--- config.mk ---
export PLATFORM = sky130hd
export DESIGN_NAME = reg_file_sb_flat
export DESIGN_NICKNAME = d
export VERILOG_FILES = /design/src/rtl/reg_file_sb_if.sv /design/src/rtl/reg_file_sb.sv /design/src/flat_wrapper.sv
export SDC_FILE = /design/constraint.sdc
export NUM_CORES = 2
export LEC_CHECK = 0
export BUFFER_PORTS_ARGS = -buffer_cell sky130_fd_sc_hd__buf_2
export CAP_MARGIN = 20
export CELL_PAD_IN_SITES_DETAIL_PLACEMENT = 1
export CELL_PAD_IN_SITES_GLOBAL_PLACEMENT = 2
export CORE_MARGIN = 2
export CORE_UTILIZATION = 40
export CTS_CLUSTER_DIAMETER = 40
export DETAILED_ROUTE_END_ITERATION = 10
export PLACE_DENSITY = 0.76
export SLEW_MARGIN = 5
export SYNTH_ARGS = -nofsm -noshare
export SYNTH_HDL_FRONTEND = slang
export SYNTH_SLANG_ARGS = --single-unit
--- constraint.sdc ---
create_clock -name clk -period 8.95 [get_ports clk]
set_clock_uncertainty 0.2 [all_clocks]
set_input_delay 0.895 -clock clk [delete_from_list [all_inputs] [get_ports clk]]
set_output_delay 0.895 -clock clk [all_outputs]
set_load 0.02 [all_outputs]
--- src/rtl/reg_file_sb_if.sv ---
// Bus bundle for reg_file_sb: two write ports, packed read ports and the scoreboard strobes.
interface reg_file_sb_if #(
    parameter int unsigned N  = 5,
    parameter int unsigned M  = 32,
    parameter int unsigned NR = 2
) ();
    logic            we0;
    logic [N-1:0]    wrAddr0;
    logic [M-1:0]    wrData0;
    logic            we1;
    logic [N-1:0]    wrAddr1;
    logic [M-1:0]    wrData1;
    logic [NR*N-1:0] rdAddr;
    logic [NR*M-1:0] rdData;
    logic [NR-1:0]   rdBusy;
    logic            setBusy;
    logic [N-1:0]    busyAddr;
    logic [N:0]      busyCnt;

    modport master (
        output we0, wrAddr0, wrData0, we1, wrAddr1, wrData1, rdAddr, setBusy, busyAddr,
        input  rdData, rdBusy, busyCnt
    );

    modport slave (
        input  we0, wrAddr0, wrData0, we1, wrAddr1, wrData1, rdAddr, setBusy, busyAddr,
        output rdData, rdBusy, busyCnt
    );
endinterface

--- src/rtl/reg_file_sb.sv ---
// Register file with two write ports, NR combinational read ports and a pending-write
// scoreboard (busy bit per register plus a registered population count).
module reg_file_sb #(
    parameter int unsigned N      = 5,
    parameter int unsigned M      = 32,
    parameter int unsigned NR     = 2,
    parameter int unsigned BYPASS = 1
) (
    input logic          clk,
    input logic          reset,
    reg_file_sb_if.slave bus
);
    localparam int unsigned Depth = 2 ** N;

    logic [M-1:0]    regs_q [Depth];
    logic [Depth-1:0] busy_q, busy_d;
    logic [N:0]      cnt_q, cnt_d;
    logic            wr0_en, wr1_en, set_en;
    logic [N-1:0]    ra;
    logic [NR*M-1:0] rd_data;
    logic [NR-1:0]   rd_busy;

    // Register 0 is hardwired: its writes and busy marks are dropped here.
    assign wr0_en = bus.we0 && (bus.wrAddr0 != '0);
    assign wr1_en = bus.we1 && (bus.wrAddr1 != '0);
    assign set_en = bus.setBusy && (bus.busyAddr != '0);

    // Set is applied last so it wins over a same-cycle clear.
    always_comb begin
        busy_d = busy_q;
        if (wr0_en) busy_d[bus.wrAddr0] = 1'b0;
        if (wr1_en) busy_d[bus.wrAddr1] = 1'b0;
        if (set_en) busy_d[bus.busyAddr] = 1'b1;
        cnt_d = '0;
        for (int k = 0; k < Depth; k++) begin
            cnt_d = cnt_d + {{N{1'b0}}, busy_d[k]};
        end
    end

    always_ff @(posedge clk) begin
        if (reset) begin
            for (int k = 0; k < Depth; k++) begin
                regs_q[k] <= '0;
            end
            busy_q <= '0;
            cnt_q  <= '0;
        end else begin
            if (wr0_en) regs_q[bus.wrAddr0] <= bus.wrData0;
            if (wr1_en) regs_q[bus.wrAddr1] <= bus.wrData1;
            busy_q <= busy_d;
            cnt_q  <= cnt_d;
        end
    end

    always_comb begin
        ra      = '0;
        rd_data = '0;
        rd_busy = '0;
        for (int i = 0; i < NR; i++) begin
            ra = bus.rdAddr[i*N +: N];
            if (ra != '0) begin
                rd_data[i*M +: M] = regs_q[ra];
                rd_busy[i]        = busy_q[ra];
                // Forwarding: port 1 checked last so it takes priority.
                if (BYPASS != 0) begin
                    if (bus.we0 && (bus.wrAddr0 == ra)) begin
                        rd_data[i*M +: M] = bus.wrData0;
                        rd_busy[i]        = 1'b0;
                    end
                    if (bus.we1 && (bus.wrAddr1 == ra)) begin
                        rd_data[i*M +: M] = bus.wrData1;
                        rd_busy[i]        = 1'b0;
                    end
                end
            end
        end
    end

    assign bus.rdData  = rd_data;
    assign bus.rdBusy  = rd_busy;
    assign bus.busyCnt = cnt_q;
endmodule

--- src/flat_wrapper.sv ---
// flat-port wrapper written by rule: the top's interface ports become plain ports
module reg_file_sb_flat 
#(
    parameter int unsigned N      = 5,
    parameter int unsigned M      = 32,
    parameter int unsigned NR     = 2,
    parameter int unsigned BYPASS = 1
)
  (clk, reset, bus_we0, bus_wrAddr0, bus_wrData0, bus_we1, bus_wrAddr1, bus_wrData1, bus_rdAddr, bus_setBusy, bus_busyAddr, bus_rdData, bus_rdBusy, bus_busyCnt);
  reg_file_sb_if #(.N(N), .M(M), .NR(NR)) bus_i ();
  input logic clk;
  input logic reset;
  input wire logic [$bits(bus_i.we0)-1:0] bus_we0;
  input wire logic [$bits(bus_i.wrAddr0)-1:0] bus_wrAddr0;
  input wire logic [$bits(bus_i.wrData0)-1:0] bus_wrData0;
  input wire logic [$bits(bus_i.we1)-1:0] bus_we1;
  input wire logic [$bits(bus_i.wrAddr1)-1:0] bus_wrAddr1;
  input wire logic [$bits(bus_i.wrData1)-1:0] bus_wrData1;
  input wire logic [$bits(bus_i.rdAddr)-1:0] bus_rdAddr;
  input wire logic [$bits(bus_i.setBusy)-1:0] bus_setBusy;
  input wire logic [$bits(bus_i.busyAddr)-1:0] bus_busyAddr;
  output wire logic [$bits(bus_i.rdData)-1:0] bus_rdData;
  output wire logic [$bits(bus_i.rdBusy)-1:0] bus_rdBusy;
  output wire logic [$bits(bus_i.busyCnt)-1:0] bus_busyCnt;
  assign bus_i.we0 = bus_we0;
  assign bus_i.wrAddr0 = bus_wrAddr0;
  assign bus_i.wrData0 = bus_wrData0;
  assign bus_i.we1 = bus_we1;
  assign bus_i.wrAddr1 = bus_wrAddr1;
  assign bus_i.wrData1 = bus_wrData1;
  assign bus_i.rdAddr = bus_rdAddr;
  assign bus_i.setBusy = bus_setBusy;
  assign bus_i.busyAddr = bus_busyAddr;
  assign bus_rdData = bus_i.rdData;
  assign bus_rdBusy = bus_i.rdBusy;
  assign bus_busyCnt = bus_i.busyCnt;
  reg_file_sb #(.N(N), .M(M), .NR(NR), .BYPASS(BYPASS)) u_core (.clk(clk), .reset(reset), .bus(bus_i));
endmodule
Word-level counts from Yosys, hierarchy flattened
Memories as Yosys holds them, arrays and structs flattened.
Index checks and enable logic that the tools add are counted.
Storage, ports and cells
  register bits after elaboration: 38
  RAM bits: 1024
  input port bits: 94
  output and inout bits: 72
  word-level logic and storage cells: 107
  memories: 1
Memories
  u_core.regs_q: words 32, width 32, read ports 2, clocked after Yosys merged registers in 0, wr ports 32, line reg_file_sb.sv:15  | logic [M-1:0] regs_q [Depth];
Cells by class
  add/subtract/negate cells: 31
  $lt $le $gt $ge: 8
  equal/unequal tests: 4
  mux-type cells: 39
  bitwise logic cells: 5
  reduce and logical (&&, ||, !) cells: 17
Operators with widths (count)
  2-to-1 mux 32 bit: 11
  adder 6 x 1 -> 6 bit: 30
  bitwise AND 32 bit: 2
  inverter 32 bit: 2
  OR reduction 32 bit: 2
  bitwise OR 32 bit: 1
  < comparator 5 x 6 -> 1 bit, second input constant: 5
  nonzero test 5 bit: 5
  2-to-1 mux 1 bit: 21
  equality test 5 bit: 4
  demux 1 bit (select 5 bit): 3
  greater-or-equal comparator 5 x 1 -> 1 bit, second input constant: 3
  binary-select mux 1 bit (select 5 bit): 2
  logical AND 1 bit: 10
  2-to-1 mux 5 bit: 2
  adder 1 x 1 -> 2 bit: 1

Logic depth before layout (Yosys ltp)
  depth in word-level cells: 42
  mapped depth: 22
  gate-level depth less buffers: 20

Least setup slack after synthesis
Ideal clock, no wire load.
  path type: input port to flip-flop
  from: input bus_wrAddr0[4]
  to: register u_core.cnt_q[4], in the netlist u_core.bus.busyCnt[4]
  arrival time: 6.388 ns
  required time: 8.622 ns
  setup slack: 2.235 ns
  stages: 18
  path buffers: 1
  cells stage by stage: buf_2 -> or3b_4 -> or4b_4 -> a32o_1 -> fa_1 -> fa_1 -> fa_1 -> fa_1 -> inv_1 -> fa_1 -> fa_1 -> fa_1 -> fa_1 -> inv_1 -> a21o_1 -> a21oi_1 -> xor2_1 -> nor2_1
RTL lines
  start: declaration: line flat_wrapper.sv:14  | input wire logic [$bits(bus_i.wrAddr0)-1:0] bus_wrAddr0;
  < comparator 5 x 6 -> 1 bit (not written as such) or greater-or-equal comparator 5 x 1 -> 1 bit (tied branches): line reg_file_sb.sv:31  | if (wr0_en) busy_d[bus.wrAddr0] = 1'b0;
  logical AND 1 bit (not written as such): line reg_file_sb.sv:31
  2-to-1 mux 1 bit (not written as such): line reg_file_sb.sv:31
  demux 1 bit (select 5 bit)
  inverter 32 bit (no source line)
  bitwise AND 32 bit (no source line)
  2-to-1 mux 32 bit (*): line reg_file_sb.sv:31
  bitwise AND 32 bit (no source line)
  2-to-1 mux 32 bit (*): line reg_file_sb.sv:32  | if (wr1_en) busy_d[bus.wrAddr1] = 1'b0;
  bitwise OR 32 bit (no source line)
  2-to-1 mux 32 bit (*): line reg_file_sb.sv:33  | if (set_en) busy_d[bus.busyAddr] = 1'b1;
  via u_core.busy_d[4]: line reg_file_sb.sv:16  | logic [Depth-1:0] busy_q, busy_d;
  adder 6 x 1 -> 6 bit (*) (28 in a row): line reg_file_sb.sv:36  | cnt_d = cnt_d + {{N{1'b0}}, busy_d[k]};
  end signal: assignment: line reg_file_sb.sv:51  | cnt_q <= cnt_d;
  end: declaration: line reg_file_sb.sv:17  | logic [N:0] cnt_q, cnt_d;
The timed path passes the listed nets; every way through them passes the cells marked *.
A chain may end at the register's enable or synchronous reset.

Worst setup path after layout
  from: input bus_wrAddr1[0]
  to: register u_core.cnt_q[4], in the netlist u_core.bus.busyCnt[4]
On the way
  longest elaborated chain between the ends: 40
RTL lines
  start: declaration: line flat_wrapper.sv:17  | input wire logic [$bits(bus_i.wrAddr1)-1:0] bus_wrAddr1;
  < comparator 5 x 6 -> 1 bit (not written as such) or greater-or-equal comparator 5 x 1 -> 1 bit (tied branches): line reg_file_sb.sv:32
  logical AND 1 bit (not written as such): line reg_file_sb.sv:32
  2-to-1 mux 1 bit (not written as such): line reg_file_sb.sv:32
  demux 1 bit (select 5 bit)
  inverter 32 bit (no source line)
  bitwise AND 32 bit (no source line)
  2-to-1 mux 32 bit (*): line reg_file_sb.sv:32
  bitwise OR 32 bit (no source line)
  2-to-1 mux 32 bit (*): line reg_file_sb.sv:33
  adder 1 x 1 -> 2 bit: line reg_file_sb.sv:36
  adder 6 x 1 -> 6 bit (29 in a row): line reg_file_sb.sv:36
  adder 6 x 1 -> 6 bit (*): line reg_file_sb.sv:36
Mark *: on every way between the ends. The rest lies on a longest branch, timed or not.

==> metrics.txt <==
status finished clean; root buffer cell clkbuf_16; Slew @ Worst Pin 1.09 ns; commonest cells after routing, fill and taps aside a22o_1, edfxtp_1, mux4_2, mux2i_1, clkbuf_16; crit path max fanout 16; Via-to-Cell Ratio 7.64; Layout Cell Area excl Fill 0.0705 sq mm; cts repair resizes 0; RSZ-0062 raised after global routing false; CTS buffer count roughly 160; Max-Slew Margin vs Limit 26.7%; Worst VDD drop between 0.15 and 0.2 mV; switching share of power ~28%; PwrDens 202 mW/mm^2; initial antenna violation count 14; register area 0.0315 sq mm; synthesized instance count 4413; Logic pwr share approximately an eighth; Die Ht ~400 um; routed len/inst between 40 and 50 um; final cycle utilization of the critical path 74.0%; CTS Buffer Depth 3; PortBufs 165; Initial Utilization 40.3%; Worst Hold Class reg -> reg; DRT Pass-1 Iters 6; routed vias 48826; Int Pwr 0.0103 W; Final ANT Viol Nets 0; Seq/Total Area, Yosys 50.1%; largest net degree at the start of global routing 95; Overall Global Routing Usage between 30% and 40%; Setup Total Neg Slack 0 ns; Avg Cell Area, Syn approximately 14 sq um; layout net count about 4300; met3 usage under 10%; Area after DPL 0.0650 sq mm; Initial DRC Count 7890; first-pass GRT wire length 385 mm; Core Area 0.156 sq mm; # hold bufs at CTS 0; number of global-route vias before repair 49495; CP required around 9.4 ns; num rows approximately 150; Max Fclk roughly 150 MHz; Clock transition at path regs 0.04 ns; clock share of power 45.3%; area of the multi-input gates 0.0288 sq mm; Clk Latency, worst-skew pair about 0.8 ns; DRT Wirelength 280 mm; Post-CTS Setup Repair Bufs 0; number of synthesized flops with an enable pin 1024; endpoints failing hold 0; Filler Cells Inserted 15105; WP data arrival approximately 7 ns; Ports 166; die width 401 um; crit-path most repeated cell fa_1; Power Total between 0.01 and 0.015 W; grt total ovfl 0; Final min period approximately 6.6 ns; flops & latches, synth 1062; Top FF cell, synth edfxtp_1; Post-Syn Area 0.0629 sq mm; Finish-stage setup viols 0; Net Switching 0.00393 W; met1 usage 42.5%; Die Area 0.160 sq mm; synth-to-layout area growth 12.1%; max-slew violation count 0; yosys warns 0; CTS tree built; Setup Crit Path Kind in -> reg; Crit. End Element flip-flop; CP Launch Type input pin; DRC viols 0; slowest CP cell nand2b_1; H-tree depth 4; Post-synth ARST share 0%; Crit path largest cell delay between 0.7 and 0.8 ns; Reg power frac a little over two fifths; met2 Resource Use GR 52.5%; CP Cell Sequence buf_2, nand2b_1, nor2_1, a21oi_1, a32oi_1, fa_1, inv_1, fa_1, fa_1, fa_1, inv_1, fa_1, fa_1, fa_1, fa_1, inv_1, a21o_1, a21oi_1, xor2_1, nor2_1; Post-DP HPWL ~150 mm; Pleak 24.3 nW; RePlAce Congestion 0.858; share of post-route cells with drive strength above 1 roughly 28%; Netlist cell types 67; Fin Hold WS 0.332 ns; max cap viols 0; most common cell after layout, fill and taps aside a22o_1; busiest grt layer met2; clock tree sinks between 1000 and 1500
path summary, 6_finish.rpt:
check | from | endpoint | slack [ns] | depth (start not counted)
hold reg to reg | u_core.busy_q[0]$_SDFF_PP0_ | u_core.busy_q[0]$_SDFF_PP0_ | 0.33 | 1
hold / removal | u_core.busy_q[0]$_SDFF_PP0_ | u_core.busy_q[0]$_SDFF_PP0_ | 0.33 | 1
setup reg to reg | u_core.busy_q[1]$_SDFF_PP0_ | u_core.bus.busyCnt[4]$_SDFF_PP0_ | 3.48 | 16
setup / recovery | bus_wrAddr1[0] | u_core.bus.busyCnt[4]$_SDFF_PP0_ | 2.32 | 20
cell families (layout without fill, tap and decap cells):
group,after synthesis,count (layout),synth area share [%]
AO/OA/AOI/OAI,1435,1435,20.0
flip-flops,1062,1062,50.1
buffers and inverters,750,629,5.18
multiplexers,727,727,20.0
AND/OR/NAND/NOR,383,383,3.48
adder cells (fa/ha/maj),32,32,0.923
XOR/XNOR,23,23,0.320
other,1,43,0.00596
cell usage after synthesis (7+ instances only):
library cell | count | share of area (%)
a22o_1 | 1061 | 15
nor2b_1 | 20 | 0.20
nand4_1 | 65 | 0.65
nand2_1 | 45 | 0.27
o221ai_1 | 125 | 1.7
nand2b_1 | 37 | 0.37
buf_6 | 22 | 0.39
edfxtp_1 | 1024 | 49
mux2_4 | 20 | 0.48
a22oi_1 | 17 | 0.20
mux2i_1 | 255 | 4.1
mux4_2 | 410 | 15
mux2_2 | 42 | 0.75
o211ai_1 | 32 | 0.38
buf_1 | 76 | 0.45
buf_4 | 38 | 0.45
nor3_1 | 56 | 0.45
a221o_1 | 62 | 0.99
xor2_1 | 14 | 0.19
clkbuf_1 | 507 | 3.0
a21oi_1 | 30 | 0.24
a211oi_1 | 62 | 0.74
xnor2_1 | 9 | 0.13
buf_2 | 80 | 0.64
a221oi_2 | 31 | 0.74
fa_1 | 24 | 0.76
ha_1 | 8 | 0.16
nor2_1 | 65 | 0.39
nor4_1 | 34 | 0.34
dfxtp_1 | 38 | 1.2
and3_1 | 7 | 0.070
inv_1 | 21 | 0.13
through the flow:
step / utilization [%] / worst slack [ns] / cells
2_1_floorplan: - / 2.23 / 4444
3_3_place_gp: 41.6 / 1.58 / 6081
6_report: 45.1 / 2.32 / 6392
5_1_grt: 45.1 / 2.02 / 6384
3_5_place_dp: 41.6 / 1.57 / 6081
4_1_cts: 45.1 / 2.40 / 6381
state kept, by name, summed over array words and instances, names as in the netlist:
signal              count
u_core.regs_q        1024
u_core.busy_q          32
u_core.bus.busyCnt      6
worst max-delay path: cells and delay by family:
kind	cells	cell delay, ns
compound gates	4	0.82
xor+xnor	1	0.13
fa+ha+maj	8	3.86
buf+inv	4	0.34
simple gates	3	1.00
power by group through the flow:
stage,logic [W],clock network (W),registers [W]
final,0.00187,0.00645,0.00592
after global routing,0.00191,0.00665,0.00595
after CTS,0.00183,0.00647,0.00592
after detailed placement,0.00182,0,0.00601
after global placement,0.00180,0,0.00598
after floorplan,0.00120,0,0.00596
routing by layer:
| metal | vias up | wire [um] |
|---|---|---|
| met5 | - | 13 |
| met4 | 2 | 19700 |
| met3 | 1074 | 34400 |
| met2 | 4089 | 127000 |
| met1 | 25431 | 99000 |
| li1 | 18230 | - |
final cells by class:
class                   count  share of cell area (%)
clock inverters           122                    1.84
well taps                2058                    3.65
clock buffers             178                    5.89
repair buffers            306                    2.86
flip-flops and latches   1062                    44.7
inverters                  23                   0.122
diodes                     11                  0.0390
multi-input cells        2632                    40.9
Power figures use the tool's default switching activity.
